## config.mk

```make
export PLATFORM = sky130hd
export DESIGN_NAME = fft_frame_ctrl
export DESIGN_NICKNAME = d
export VERILOG_FILES = /design/src/rtl/fft_frame_ctrl.sv
export SDC_FILE = /design/constraint.sdc
export NUM_CORES = 1
export LEC_CHECK = 0
export ABC_AREA = 1
export CORE_UTILIZATION = 35
export CTS_CLUSTER_SIZE = 14
export DETAILED_ROUTE_END_ITERATION = 6
export HOLD_SLACK_MARGIN = 0.15
export RECOVER_POWER = 25
export SLEW_MARGIN = 20
export SYNTH_ARGS = -nofsm -noshare
export SYNTH_HDL_FRONTEND = slang
export SYNTH_SLANG_ARGS = --single-unit
export TNS_END_PERCENT = 30
```

## constraint.sdc

```tcl
create_clock -name clk -period 3.37 [get_ports clk]
set_input_delay 0.8425 -clock clk [delete_from_list [all_inputs] [get_ports clk]]
set_output_delay 0.8425 -clock clk [all_outputs]
set_load 0.01 [all_outputs]
```

## src/rtl/fft_frame_ctrl.sv

```systemverilog
// Frame controller for the in-place FFT core: loads one bit-reversed frame, starts the core,
// waits out its run time, then drains the bins through a 2-entry back-pressured output FIFO.
module fft_frame_ctrl #(
    parameter int LOGN       = 12,
    parameter int FW         = 32,
    parameter int CW         = 64,
    parameter int RUN_CYCLES = 36872,
    parameter int TW         = 16
) (
    input  logic            clk,
    input  logic            rst,
    input  logic            s_valid,
    output logic            s_ready,
    input  logic [FW-1:0]   s_data,
    output logic            m_valid,
    input  logic            m_ready,
    output logic [CW-1:0]   m_data,
    output logic            m_last,
    output logic            fft_rst,
    output logic            fft_sig,
    output logic            fft_we,
    output logic            fft_rev,
    output logic [LOGN-1:0] fft_addr,
    output logic [CW-1:0]   fft_din,
    input  logic [CW-1:0]   fft_dout
);

    typedef enum logic [1:0] {LOAD, START, RUN, DRAIN} state_t;

    localparam logic [LOGN-1:0] LAST_IDX = '1;
    localparam logic [TW-1:0]   RUN_LAST = TW'(RUN_CYCLES - 1);

    state_t          state, state_nxt;
    logic [LOGN-1:0] cnt;
    logic [TW-1:0]   timer;
    logic            rd_done;
    logic            rd_pend;
    logic            rd_pend_last;
    logic            rst_meta;
    logic            tail_v;
    logic            tail_last;
    logic [CW-1:0]   tail_data;
    logic            accept;
    logic            pop;
    logic            issue;
    logic            frame_done;
    logic [2:0]      in_use;

    assign s_ready    = (state == LOAD) && !fft_rst;
    assign accept     = s_valid && s_ready;
    assign pop        = m_valid && m_ready;
    assign frame_done = (state == DRAIN) && pop && m_last;

    // fft_addr is the read pointer during DRAIN; the core returns its word one clock later,
    // so only one read is ever in flight. Slots freed by a same-cycle pop count as free.
    assign in_use = 3'(m_valid) + 3'(tail_v) + 3'(rd_pend) - 3'(pop);
    assign issue  = (state == DRAIN) && !rd_done && (in_use < 3'd2);

    always_ff @(posedge clk or negedge rst) begin
        if (!rst) begin
            rst_meta <= 1'b1;
            fft_rst  <= 1'b1;
        end else begin
            rst_meta <= 1'b0;
            fft_rst  <= rst_meta;
        end
    end

    always_ff @(posedge clk or negedge rst) begin
        if (!rst) state <= LOAD;
        else      state <= state_nxt;
    end

    always_comb begin
        state_nxt = state;
        case (state)
            LOAD:    if (accept && cnt == LAST_IDX) state_nxt = START;
            START:   state_nxt = RUN;
            RUN:     if (timer == RUN_LAST) state_nxt = DRAIN;
            DRAIN:   if (frame_done) state_nxt = LOAD;
            default: state_nxt = LOAD;
        endcase
    end

    always_ff @(posedge clk or negedge rst) begin
        if (!rst) begin
            cnt          <= '0;
            timer        <= '0;
            rd_done      <= 1'b0;
            rd_pend      <= 1'b0;
            rd_pend_last <= 1'b0;
            fft_sig      <= 1'b0;
            fft_we       <= 1'b0;
            fft_rev      <= 1'b0;
            fft_addr     <= '0;
            fft_din      <= '0;
        end else begin
            fft_we       <= accept;
            fft_sig      <= (state == START);
            rd_pend      <= issue;
            rd_pend_last <= issue && (fft_addr == LAST_IDX);
            if (accept) begin
                fft_addr <= cnt;
                fft_din  <= {s_data, {FW{1'b0}}};
                fft_rev  <= 1'b1;
                cnt      <= cnt + 1'b1;
            end
            case (state)
                START: begin
                    timer    <= '0;
                    fft_addr <= '0;
                    fft_rev  <= 1'b0;
                end
                RUN: timer <= timer + 1'b1;
                DRAIN: begin
                    if (issue) begin
                        fft_addr <= fft_addr + 1'b1;
                        rd_done  <= (fft_addr == LAST_IDX);
                    end
                    if (frame_done) begin
                        cnt      <= '0;
                        timer    <= '0;
                        rd_done  <= 1'b0;
                        fft_addr <= '0;
                    end
                end
                default: ;
            endcase
        end
    end

    // Head register drives m_* directly; tail only fills while the head is stalled.
    always_ff @(posedge clk or negedge rst) begin
        if (!rst) begin
            m_valid   <= 1'b0;
            m_data    <= '0;
            m_last    <= 1'b0;
            tail_v    <= 1'b0;
            tail_data <= '0;
            tail_last <= 1'b0;
        end else if (pop) begin
            if (tail_v) begin
                m_data <= tail_data;
                m_last <= tail_last;
                if (rd_pend) begin
                    tail_data <= fft_dout;
                    tail_last <= rd_pend_last;
                end else begin
                    tail_v <= 1'b0;
                end
            end else if (rd_pend) begin
                m_data <= fft_dout;
                m_last <= rd_pend_last;
            end else begin
                m_valid <= 1'b0;
            end
        end else if (rd_pend) begin
            if (!m_valid) begin
                m_valid <= 1'b1;
                m_data  <= fft_dout;
                m_last  <= rd_pend_last;
            end else begin
                tail_v    <= 1'b1;
                tail_data <= fft_dout;
                tail_last <= rd_pend_last;
            end
        end
    end

endmodule

```

* Yosys cells after proc, flatten, opt, wreduce, memory -nomap -nowiden *
Cells that the tools add are included.

operators by class
  $add $sub $neg = 6
  multipliers = 0
  divide/modulo/power cells = 0
  $lt $le $gt $ge = 1
  eq/ne operators = 14
  shift operators = 0
  multiplexer cells = 44
  bitwise operators = 0
  reduce and logical (&&, ||, !) cells = 25

operators with widths
  kind                                                                   count
  64-bit 2-to-1 mux                                                      9
  12-bit 2-to-1 mux                                                      6
  16-bit one-hot mux with 3 select lines                                 1
  12-bit by 1-bit adder with 12-bit output (second input constant)       2
  12-bit equality test (second input constant)                           2
  12-bit one-hot mux with 2 select lines                                 1
  1-bit 2-to-1 mux                                                       22
  16-bit by 1-bit adder with 16-bit output (second input constant)       1
  16-bit equality test (second input constant)                           1
  16-bit 2-to-1 mux                                                      1
  2-bit != test (second input constant)                                  6
  2-bit nonzero test                                                     5
  1-bit logical AND                                                      9
  3-bit AND reduction                                                    3
  2-bit one-hot mux with 4 select lines                                  1
  2-bit 2-to-1 mux                                                       3
  2-bit AND reduction                                                    3
  2-bit equality test (second input constant)                            2
  2-bit by 1-bit != test with 1-bit output (second input constant)       2
  4-bit AND reduction                                                    1
  2-bit by 1-bit adder with 3-bit output                                 1
  3-bit by 2-bit < comparator with 1-bit output (second input constant)  1
  3-bit nonzero test                                                     1
  3-bit by 1-bit subtractor with 3-bit output                            1
  other kinds (4)                                                        5

word-level totals
  register bits after elaboration = 214
  bits in latches = 0
  memory bits (writable) = 0
  memory bits (read-only) = 0
  output and inout port bits = 147
  memories = 0

* Longest topological paths before layout *
Gate-level depths: netlist (run 1).

  depth in word-level cells = 8
  gate-level depth with buffers = 11

* Worst setup path before layout (run 1) *
OpenSTA, ideal clock, no wires.

  path type = input -> register
  from = input port m_ready
  to = register fft_addr[5]
  arrival = 2,080 ps
  required time = 3,247 ps
  slack = 1,167 ps
  stages on the path = 10
  buffers on the path = 1
  cell sequence = nand2_2 > ha_1 > ha_1 > nand2_1 > nand2_1 > nand2_1 > nand3_1 > buf_2 > o21ai_0 > nand2_1

between the ends
  cells in the longest elaborated chain, start to end = 7
  elaborated cells between the ends (all ways) = 9

ends and longest elaborated chain
  item                                           RTL line  RTL
  start, declared                                16        input logic m_ready,
  1-bit logical AND *                            51        assign pop = m_valid && m_ready;
  3-bit by 1-bit subtractor with 3-bit output    56        assign in_use = 3'(m_valid) + 3'(tail_v) + 3'(rd_pend) - 3'(pop);
  3-bit by 2-bit < comparator with 1-bit output  57        assign issue = (state == DRAIN) && !rd_done && (in_use < 3'd2);
  1-bit logical AND                              57
  12-bit 2-to-1 mux                              116       if (issue) begin
  12-bit 2-to-1 mux *                            120       if (frame_done) begin
  12-bit one-hot mux with 2 select lines *       108       case (state)
  end signal, assigned                           103       fft_addr <= cnt;
  end signal, assigned                           117       fft_addr <= fft_addr + 1'b1;
  end, declared                                  23        output logic [LOGN-1:0] fft_addr,

Every way passes the cells marked *; elsewhere a longest branch is shown, timed or not.
A chain may end at the register's enable or synchronous reset.

* Final worst setup path (run 1) *
  from = register state[0]
  to = output port s_ready

between the ends
  cells in the longest elaborated chain, start to end = 2

ends and longest elaborated chain
  item                    RTL line  RTL
  start, declared         33        state_t state, state_nxt;
  start signal, assigned  71        else state <= state_nxt;
  2-bit logical NOT       49        assign s_ready = (state == LOAD) && !fft_rst;
  1-bit logical AND       49
  end, declared           13        output logic s_ready,

Every way passes these cells.

==> results of run 1 <==
==> power breakdown <==
part           internal [mW]  leakage [nW]  switching, mW  total [mW]
logic                   1.46          3.35           1.60        3.06
clock network           1.55         0.380           1.03        2.58
registers               3.41          2.61          0.526        3.93
total                   6.42          6.34           3.15        9.57
==> placed cells by master, fill, tap and decap left out, types with 2 or more instances in the layout <==
cell type / netlist / layout
clkinv_2: 0 / 2
buf_4: 35 / 8
a21oi_1: 15 / 15
clkbuf_8: 0 / 6
nor2_2: 4 / 3
inv_1: 118 / 118
inv_2: 4 / 4
ha_1: 12 / 11
o21ai_0: 168 / 168
o22ai_1: 3 / 3
dfstp_2: 2 / 2
clkbuf_1: 19 / 6
clkdlybuf4s50_1: 0 / 213
nand3_1: 31 / 31
clkbuf_16: 0 / 25
o21ai_1: 92 / 92
dfrtp_1: 212 / 212
nor2_1: 120 / 120
or2_2: 6 / 6
xor2_1: 4 / 4
nor3_1: 4 / 4
nand2_4: 2 / 2
buf_12: 0 / 5
nand2_2: 2 / 2
nand4_1: 22 / 22
nand2_1: 270 / 270
conb_1: 1 / 33
o21ai_2: 36 / 36
==> logic make-up (layout without fill, tap and decap cells) <==
| family | after synthesis | count (layout) |
|---|---|---|
| buf+inv | 221 | 391 |
| other cells | 1 | 33 |
| simple gates | 465 | 465 |
| flops | 214 | 214 |
| xor+xnor | 4 | 4 |
| compound gates | 324 | 324 |
| fa+ha+maj | 12 | 12 |
==> state kept, by name, summed over array words and instances, names as in the netlist <==
signal,count
tail_v,1
fft_we,1
m_data,64
m_valid,1
fft_rev,1
rd_pend,1
rst_meta,1
cnt,12
tail_data,64
fft_din,32
fft_addr,12
rd_pend_last,1
m_last,1
fft_sig,1
tail_last,1
fft_rst,1
rd_done,1
timer,16
state,2
==> final cells by class <==
type,count,area (um^2)
clock buffers,37,730.7
clock inverters,3,40.04
fillers,2786,15510
inverters,124,470.5
multi-input cells,838,4046
flip-flops and latches,214,5358
well taps,384,480.5
repair buffers,227,2297
==> path summary, 6_finish.rpt <==
kind | startpoint | to | cells past startpoint
max | state[0] | s_ready | 5
min | rst_meta | fft_rst | 0
max reg2reg | rd_pend | fft_addr[7] | 10
min reg2reg | rst_meta | fft_rst | 0
max in group asynchronous | rst | fft_rst | 2
min in group asynchronous | rst | tail_data[29] | 1
==> metal layers <==
layer,track usage [%],up-vias
li1,-,4311
met4,2.997,0
met1,24.22,4102
met2,27.49,258
met3,3.587,24
met5,0,-
==> critical path, cell delays in order (launching register included) <==
cell,delay [ps]
dfrtp_1,410
inv_1,120
ha_1,290
nand2_1,80
inv_1,60
clkdlybuf4s50_1,540
==> key figures, run 1 <==
Route
  • DR WL met3: 1890 um
  • Highest routed layer: met4
  • Antenna-violating nets left: 0
  • Wl on met1: 12280 um
  • Via count: 8695
  • Detailed Routing Iterations Pass 1: 5
  • # DRC: 0
  • Met2 WL: 11820 um
  • Routed wire length: 26250 um
  • Wire per inst: 14.37 um
  • 1st-iter DRT viols: 591
  • Routed vias/inst: 4.759

Synthesis
  • Top cell type's share of synthesized area: 51.05%
  • Synth area leaders: dfrtp_1, nand2_1, o21ai_0
  • Fraction of registers with async set/reset: 100.0%
  • Yosys warnings: 0
  • Predominant post-synthesis flop cell: dfrtp_1
  • Number of flops mapped to enable cells by yosys: 0
  • XOR/XNOR share of the synthesized area: 0.3371%
  • Syn_area_per_cell: 8.374 um^2
  • Synth Area in Compound Gates: 17.28%
  • Largest family of logic cells by synthesized area: simple AND/OR/NAND/NOR gates
  • Dominant cell type by area after synthesis: dfrtp_1
  • Synth Instances: 1241
  • Adder-cell share of the synthesized area: 1.445%
  • Most instantiated cells after synthesis: nand2_1, dfrtp_1, o21ai_0
  • Post-synthesis simple-gate area fraction: 18.46%
  • Distinct cell type count after synthesis: 42
  • Mux cell area share after synthesis: 0%
  • #FFs+latches synth: 214
  • Top-count cell post-synth: nand2_1
  • Netlist Area Pre-Place: 0.01039 mm^2
  • Sequential area share after synthesis: 51.55%

Power
  • Power Total: 9.573 mW
  • Power Dens Cells: 713.1 mW/mm^2
  • Worst IR Drop VDD: 0.3370 mV
  • Pleak: 6.342 nW

Global route
  • Largest net degree at the start of global routing: 81
  • Vias in the first global route: 8316
  • Initial antenna violation count: 0
  • First-pass GRT wire length: 43270 um
  • GRT overflow: 0
  • Global router's overall resource usage: 17.21%

Timing
  • RSZ-0062 raised after global routing: no
  • Slew Viols, Final: 79
  • Slew HR: -40.59%
  • Setup slack after layout: 529.7 ps
  • Fin. Hold Viols: 0
  • Final-report setup violation count: 0
  • Final min period: 2840 ps
  • Clock skew: 7.600 ps
  • Final period utilization: 84.28%
  • Worst slew pin tran: 2109 ps
  • Post-route setup TNS: 0 ps
  • Max frequency: 0.3521 GHz
  • WHS: 355.4 ps

Layout
  • Inserted Diodes: 0
  • Fin cells: 1827
  • Core occupancy in the finished layout: 46.39%
  • Layout cells sized above 1: 7.692%
  • Nets: 1542
  • Post-route cell area: 0.01342 mm^2
  • Synth-to-layout area growth: 29.16%

CTS
  • CTS max path bufs: 3
  • Inserted Clock Buffers: 25
  • Clk Tree Root Cell: clkbuf_16
  • CTS tree: built
  • CTS Hold Buffers Added: 0
  • Worst-path clk slew: 50 ps
  • Clock Latency Late Sink: 510 ps
  • # H-tree levels: 1
  • Clock sinks: 214
  • CTS resizes: 0
  • Post-CTS setup buffers: 0

Critical path
  • CP Data Arrival Time: 2000 ps
  • Critical path data required time: 2530 ps
  • Crit Path Class: register to output pin
  • Crit path max fanout: 4
  • Startpoint types: register
  • CP endpoint kind: output pin
  • Worst R2R Setup Slack: 1130 ps

Placement
  • Place WS: 272.1 ps
  • Cells after DPL: 1787
  • Detail Placement HPWL: 16760 um
  • DP Area: 0.01266 mm^2
  • Placer Congestion: 0.8502
  • PortBufs: 214

Floorplan
  • Core Region: 0.02894 mm^2
  • Initial Util: 35.92%
  • Die Ht: 174.3 um
  • IO Count: 247
  • Die area: 0.03039 mm^2
  • Die X-Extent: 174.3 um
  • Rows: 62

Run
  • Total of max-cap violations: 1

Outcome
  • Violated checks: capacitance limit, slew limit
  • Status: finished, violations left

Min path
  • Worst hold path class: register to register
Power figures use the tool's default switching activity.
==> run 2, diff against run 1 <==
==> constraint.sdc (replaced) <==
create_clock -name clk -period 2.5 [get_ports clk]
set_input_delay 0.625 -clock clk [delete_from_list [all_inputs] [get_ports clk]]
set_output_delay 0.625 -clock clk [all_outputs]
set_load 0.01 [all_outputs]
==> key figures, run 2 (synthesis results as in run 1) <==
Outcome
  • Status: completed

Critical path
  • CP Data Arrival Time: 1670 ps (-330 ps)
  • R2R depth: 11 (+1)
  • Startpoint types: register
  • Cell family with most CP delay: buffers and inverters
  • Crit path cell chain: clkdlybuf4s50_1
  • Worst path slowest cell: clkdlybuf4s50_1
  • Critical path data required time: 1880 ps (-650 ps)
  • Crit Path Class: register to output pin
  • Stages on the worst setup path: 1 (-4)
  • Crit path buf inv count: 1 (-2)
  • CP endpoint kind: output pin
  • Crit path max fanout: 6 (+2)
  • CP max stage delay: 610 ps (+70 ps)
  • Worst R2R Setup Slack: 320 ps (-810 ps)

Power
  • Worst IR Drop VDD: 0.5039 mV (+50%)
  • Pleak: 6.446 nW (+1.6%)
  • Power Dens Cells: 962.6 mW/mm^2 (+35%)
  • Power Total: 13.12 mW (+37%)

Global route
  • Largest net degree at the start of global routing: 76 (-6.2%)
  • Initial antenna violation count: 0 (unchanged)
  • First-pass GRT wire length: 44240 um (+2.2%)
  • GRT overflow: 0 (unchanged)
  • Global router's overall resource usage: 17.54% (+0.33 points)
  • Vias in the first global route: 8582 (+3.2%)

Floorplan
  • Rows: 62 (unchanged)
  • Die Ht: 174.3 um (unchanged)
  • Die area: 0.03039 mm^2 (unchanged)
  • Initial Util: 35.92% (unchanged)
  • Die X-Extent: 174.3 um (unchanged)
  • Core Region: 0.02894 mm^2 (unchanged)
  • IO Count: 247 (unchanged)

Timing
  • Max frequency: 0.4365 GHz
  • Final min period: 2291 ps
  • Slew HR: 24.34% (+65 points)
  • Worst slew pin tran: 1135 ps (-973.9 ps)
  • Setup slack after layout: 209.2 ps (-320.5 ps)
  • Post-route setup TNS: 0 ps (unchanged)
  • Fin. Hold Viols: 0 (unchanged)
  • Final-report setup violation count: 0 (unchanged)
  • Final period utilization: 91.63%
  • Clock skew: 19.23 ps (+11.63 ps)
  • WHS: 353.3 ps (-2.066 ps)
  • Slew Viols, Final: 0 (-100%)
  • RSZ-0062 raised after global routing: no

Layout
  • Commonest non-fill, non-tap cell in the layout: nand2_1
  • Layout cells sized above 1: 8.743% (+1.1 points)
  • Synth-to-layout area growth: 31.12%
  • Inserted Diodes: 0 (unchanged)
  • Nets: 1557 (+0.97%)
  • Most frequent cells in the layout: nand2_1, dfrtp_1, clkdlybuf4s50_1
  • Top Registers: m_data (64), tail_data (64), fft_din (32)
  • Fill count: 2771 (-0.54%)
  • Post-route cell area: 0.01363 mm^2 (+1.5%)

Route
  • Routed wire length: 26400 um (+0.54%)
  • Routed vias/inst: 4.735 (-0.51%)
  • Wire per inst: 14.28 um (-0.61%)
  • # DRC: 0 (unchanged)
  • Detailed Routing Iterations Pass 1: 5 (unchanged)
  • Antenna-violating nets left: 0 (unchanged)
  • 1st-iter DRT viols: 666 (+13%)
  • Via count: 8750 (+0.63%)

CTS
  • CTS max path bufs: 3 (unchanged)
  • Inserted Clock Buffers: 25 (unchanged)
  • CTS tree: built
  • Post-CTS setup buffers: 0 (unchanged)
  • Clock sinks: 214 (unchanged)
  • Worst-path clk slew: 60 ps (about the same)
  • Clock Latency Late Sink: 520 ps (about the same)
  • # H-tree levels: 1 (unchanged)
  • Clk Tree Root Cell: clkbuf_16

Placement
  • Place WS: -249.8 ps (-521.9 ps)
  • PortBufs: 214 (unchanged)
  • DP Area: 0.01283 mm^2 (+1.3%)
  • Placer Congestion: 0.8384 (-1.4%)
  • Detail Placement HPWL: 17400 um (+3.8%)

Min path
  • Hold path depth: 0 (unchanged)
  • Worst hold path class: register to register

Run
  • Total of max-cap violations: 0 (-1)
[run 2: stage by stage]
stage	util [%]	cells
finish	47.09	1848
floorplan	-	1273
CTS	47.21	1848
global route	47.09	1848
global placement	44.34	1801
detailed placement	44.34	1801
[run 2: final cells by class]
type | count | area [um^2] | area share [%]
clock buffers | 39 | 718.2 | 5.270
clock inverters | 7 | 91.34 | 0.6703
inverters | 124 | 470.5 | 3.452
multi-input cells | 838 | 4059 | 29.79
flip-flops and latches | 214 | 5358 | 39.32
well taps | 384 | 480.5 | 3.526
repair buffers | 242 | 2450 | 17.98
[run 2: routing by layer]
metal,share of wire [%],global-route usage (%)
met5,0,0
met4,1.6,3.545
met3,5.6,3.128
met2,46,28.17
met1,47,24.72
[run 2: repair_timing]
item                                    4_1_cts  5_1_grt
hold buffers                                  1        0
gates resized for setup                       5        0
endpoints found under the setup margin        1        0
endpoints found under the hold margin        53        0
[run 2: power by group]
| group | leakage, nW | internal, mW | switching (mW) |
|---|---|---|---|
| clock network | 0.393 | 2.18 | 1.41 |
| logic | 3.44 | 2.05 | 2.19 |
| registers | 2.61 | 4.59 | 0.706 |
[run 2: worst paths after layout]
kind                                  start            end
worst min register to register     rst_meta        fft_rst
max in group asynchronous               rst     m_data[53]
worst max register to register      rd_pend    fft_addr[2]
worst max-delay path            fft_addr[9]    fft_addr[9]
min in group asynchronous               rst  tail_data[29]
worst min-delay path               rst_meta        fft_rst
==> run 3, diff against run 2 <==
--- a/config.mk
+++ b/config.mk
@@ -6,10 +6,12 @@
 export NUM_CORES = 1
 export LEC_CHECK = 0
 export ABC_AREA = 1
+export CAP_MARGIN = 20
 export CORE_UTILIZATION = 35
 export CTS_CLUSTER_SIZE = 14
 export DETAILED_ROUTE_END_ITERATION = 6
 export HOLD_SLACK_MARGIN = 0.15
+export PLACE_DENSITY = 0.64
 export RECOVER_POWER = 25
 export SLEW_MARGIN = 20
 export SYNTH_ARGS = -nofsm -noshare
==> constraint.sdc (replaced) <==
create_clock -name clk -period 2 [get_ports clk]
set_input_delay 0.5 -clock clk [delete_from_list [all_inputs] [get_ports clk]]
set_output_delay 0.5 -clock clk [all_outputs]
set_load 0.01 [all_outputs]
==> key figures, run 3 (synthesis results as in run 1) <==
Placement
  • Place WS: -545.5 ps (-295.7 ps)
  • PortBufs: 214 (unchanged)
  • Placer Congestion: 0.7990 (-4.7%)
  • Detail Placement HPWL: 18580 um (+6.8%)

Global route
  • Largest net degree at the start of global routing: 57 (-25%)
  • First-pass GRT wire length: 43990 um (-0.58%)
  • Global router's overall resource usage: 17.38% (-0.16 points)
  • Vias in the first global route: 8819 (+2.8%)
  • Initial antenna violation count: 0 (unchanged)
  • GRT overflow: 0 (unchanged)

Critical path
  • CP max stage delay: 610 ps (about the same)
  • Crit Path Class: register to output pin
  • Reg2reg end: fft_addr[6]
  • Startpoint types: register
  • Worst R2R Setup Slack: 80 ps (-240 ps)
  • CP endpoint kind: output pin
  • CP Data Arrival Time: 1450 ps (-220 ps)
  • Crit path launch: m_data[16]
  • Critical path data required time: 1500 ps (-380 ps)
  • Stages on the worst setup path: 1 (unchanged)
  • Crit path max fanout: 2 (-4)
  • Reg-to-reg startpoint: m_valid
  • R2R depth: 9 (-2)
  • End point of the critical path: m_data[16]
  • Crit path cell chain: clkdlybuf4s50_1
  • Worst path slowest cell: clkdlybuf4s50_1
  • Crit path buf inv count: 1 (unchanged)
  • Cell family with most CP delay: buffers and inverters

Floorplan
  • Core Region: 0.02894 mm^2 (unchanged)
  • Die Ht: 174.3 um (unchanged)
  • Die X-Extent: 174.3 um (unchanged)
  • IO Count: 247 (unchanged)
  • Rows: 62 (unchanged)
  • Initial Util: 35.92% (unchanged)
  • Die area: 0.03039 mm^2 (unchanged)

CTS
  • Inserted Clock Buffers: 25 (unchanged)
  • Clk Tree Root Cell: clkbuf_16
  • CTS max path bufs: 3 (unchanged)
  • Clock sinks: 214 (unchanged)
  • # H-tree levels: 1 (unchanged)
  • Clock Latency Late Sink: 520 ps (about the same)
  • Worst-path clk slew: 60 ps (about the same)
  • CTS tree: built

Timing
  • Slew Viols, Final: 0 (unchanged)
  • Final period utilization: 97.66%
  • Final-report setup violation count: 0 (unchanged)
  • Clock skew: 15.12 ps (-4.111 ps)
  • Final min period: 1953 ps
  • Setup slack after layout: 46.89 ps (-162.3 ps)
  • Max frequency: 0.5120 GHz
  • Slew HR: 43.06% (+19 points)
  • Worst slew pin tran: 854.1 ps (-280.8 ps)
  • Fin. Hold Viols: 0 (unchanged)
  • WHS: 354.8 ps (+1.435 ps)

Route
  • Via count: 9007 (+2.9%)
  • Routed wire length: 26530 um (+0.51%)
  • 1st-iter DRT viols: 582 (-13%)
  • Routed vias/inst: 4.781 (+0.97%)
  • Antenna-violating nets left: 0 (unchanged)
  • Wire per inst: 14.08 um (-1.4%)
  • # DRC: 0 (unchanged)
  • Detailed Routing Iterations Pass 1: 5 (unchanged)

Layout
  • Nets: 1593 (+2.3%)
  • Top Registers: m_data (64), tail_data (64), fft_din (32)
  • Commonest non-fill, non-tap cell in the layout: nand2_1
  • Inserted Diodes: 0 (unchanged)
  • Core occupancy in the finished layout: 48.03% (+0.94 points)
  • Most frequent cells in the layout: nand2_1, dfrtp_1, clkdlybuf4s50_1
  • Layout cells sized above 1: 11.73% (+3.0 points)
  • Synth-to-layout area growth: 33.73%

Power
  • Worst IR Drop VDD: 0.6254 mV (+24%)
  • Power Dens Cells: 1178 mW/mm^2 (+22%)
  • Power Total: 16.37 mW (+25%)
  • Pleak: 6.637 nW (+3.0%)

Min path
  • Worst hold path class: register to register

Outcome
  • Status: completed

Run
  • Total of max-cap violations: 0 (unchanged)
run 3: where the power goes:
group          total (mW)  internal, mW  leakage [nW]  switching, mW
clock network        4.30          2.53         0.384           1.77
registers            6.64          5.74          2.61          0.896
logic                5.43          2.65          3.65           2.78
run 3: how the worst min path moves through the flow:
stage,startpoint,end,depth (start not counted)
after floorplan,rst,cnt[0],0
after global placement,rst_meta,fft_rst,0
after detailed placement,rst_meta,fft_rst,0
after CTS,rst_meta,fft_rst,0
after global routing,rst_meta,fft_rst,0
final,rst_meta,fft_rst,0
run 3: repair_timing:
item	CTS	global route
hold buffers	1	0
buffers inserted	0	5
hold endpoints to repair	41	0
setup endpoints to repair	15	15
resized for setup	21	15
run 3: cell type report:
class	instances	area, um^2
clock buffers	38	734.5
clock inverters	8	48.80
fillers	2792	15040
inverters	124	473.0
multi-input cells	838	4071
flip-flops and latches	214	5361
well taps	384	480.5
repair buffers	278	2729
run 3: per-stage QoR:
step / cell area [um^2] / TNS [ps] / instances
after floorplan: 10510 / 0 / 1273
after global placement: 13090 / -24230 / 1832
after detailed placement: 13090 / -27570 / 1832
after CTS: 13870 / -90.59 / 1879
after global routing: 13900 / -71.47 / 1884
final: 13900 / 0 / 1884
run 3: metal layers:
metal  routed length (um)  vias up  track usage (%)
li1                     -     4435                -
met1                12080     4280            23.84
met2                12240      262            28.14
met3                 1897       30            3.981
met4                  312        0            3.289
met5                    0        -                0
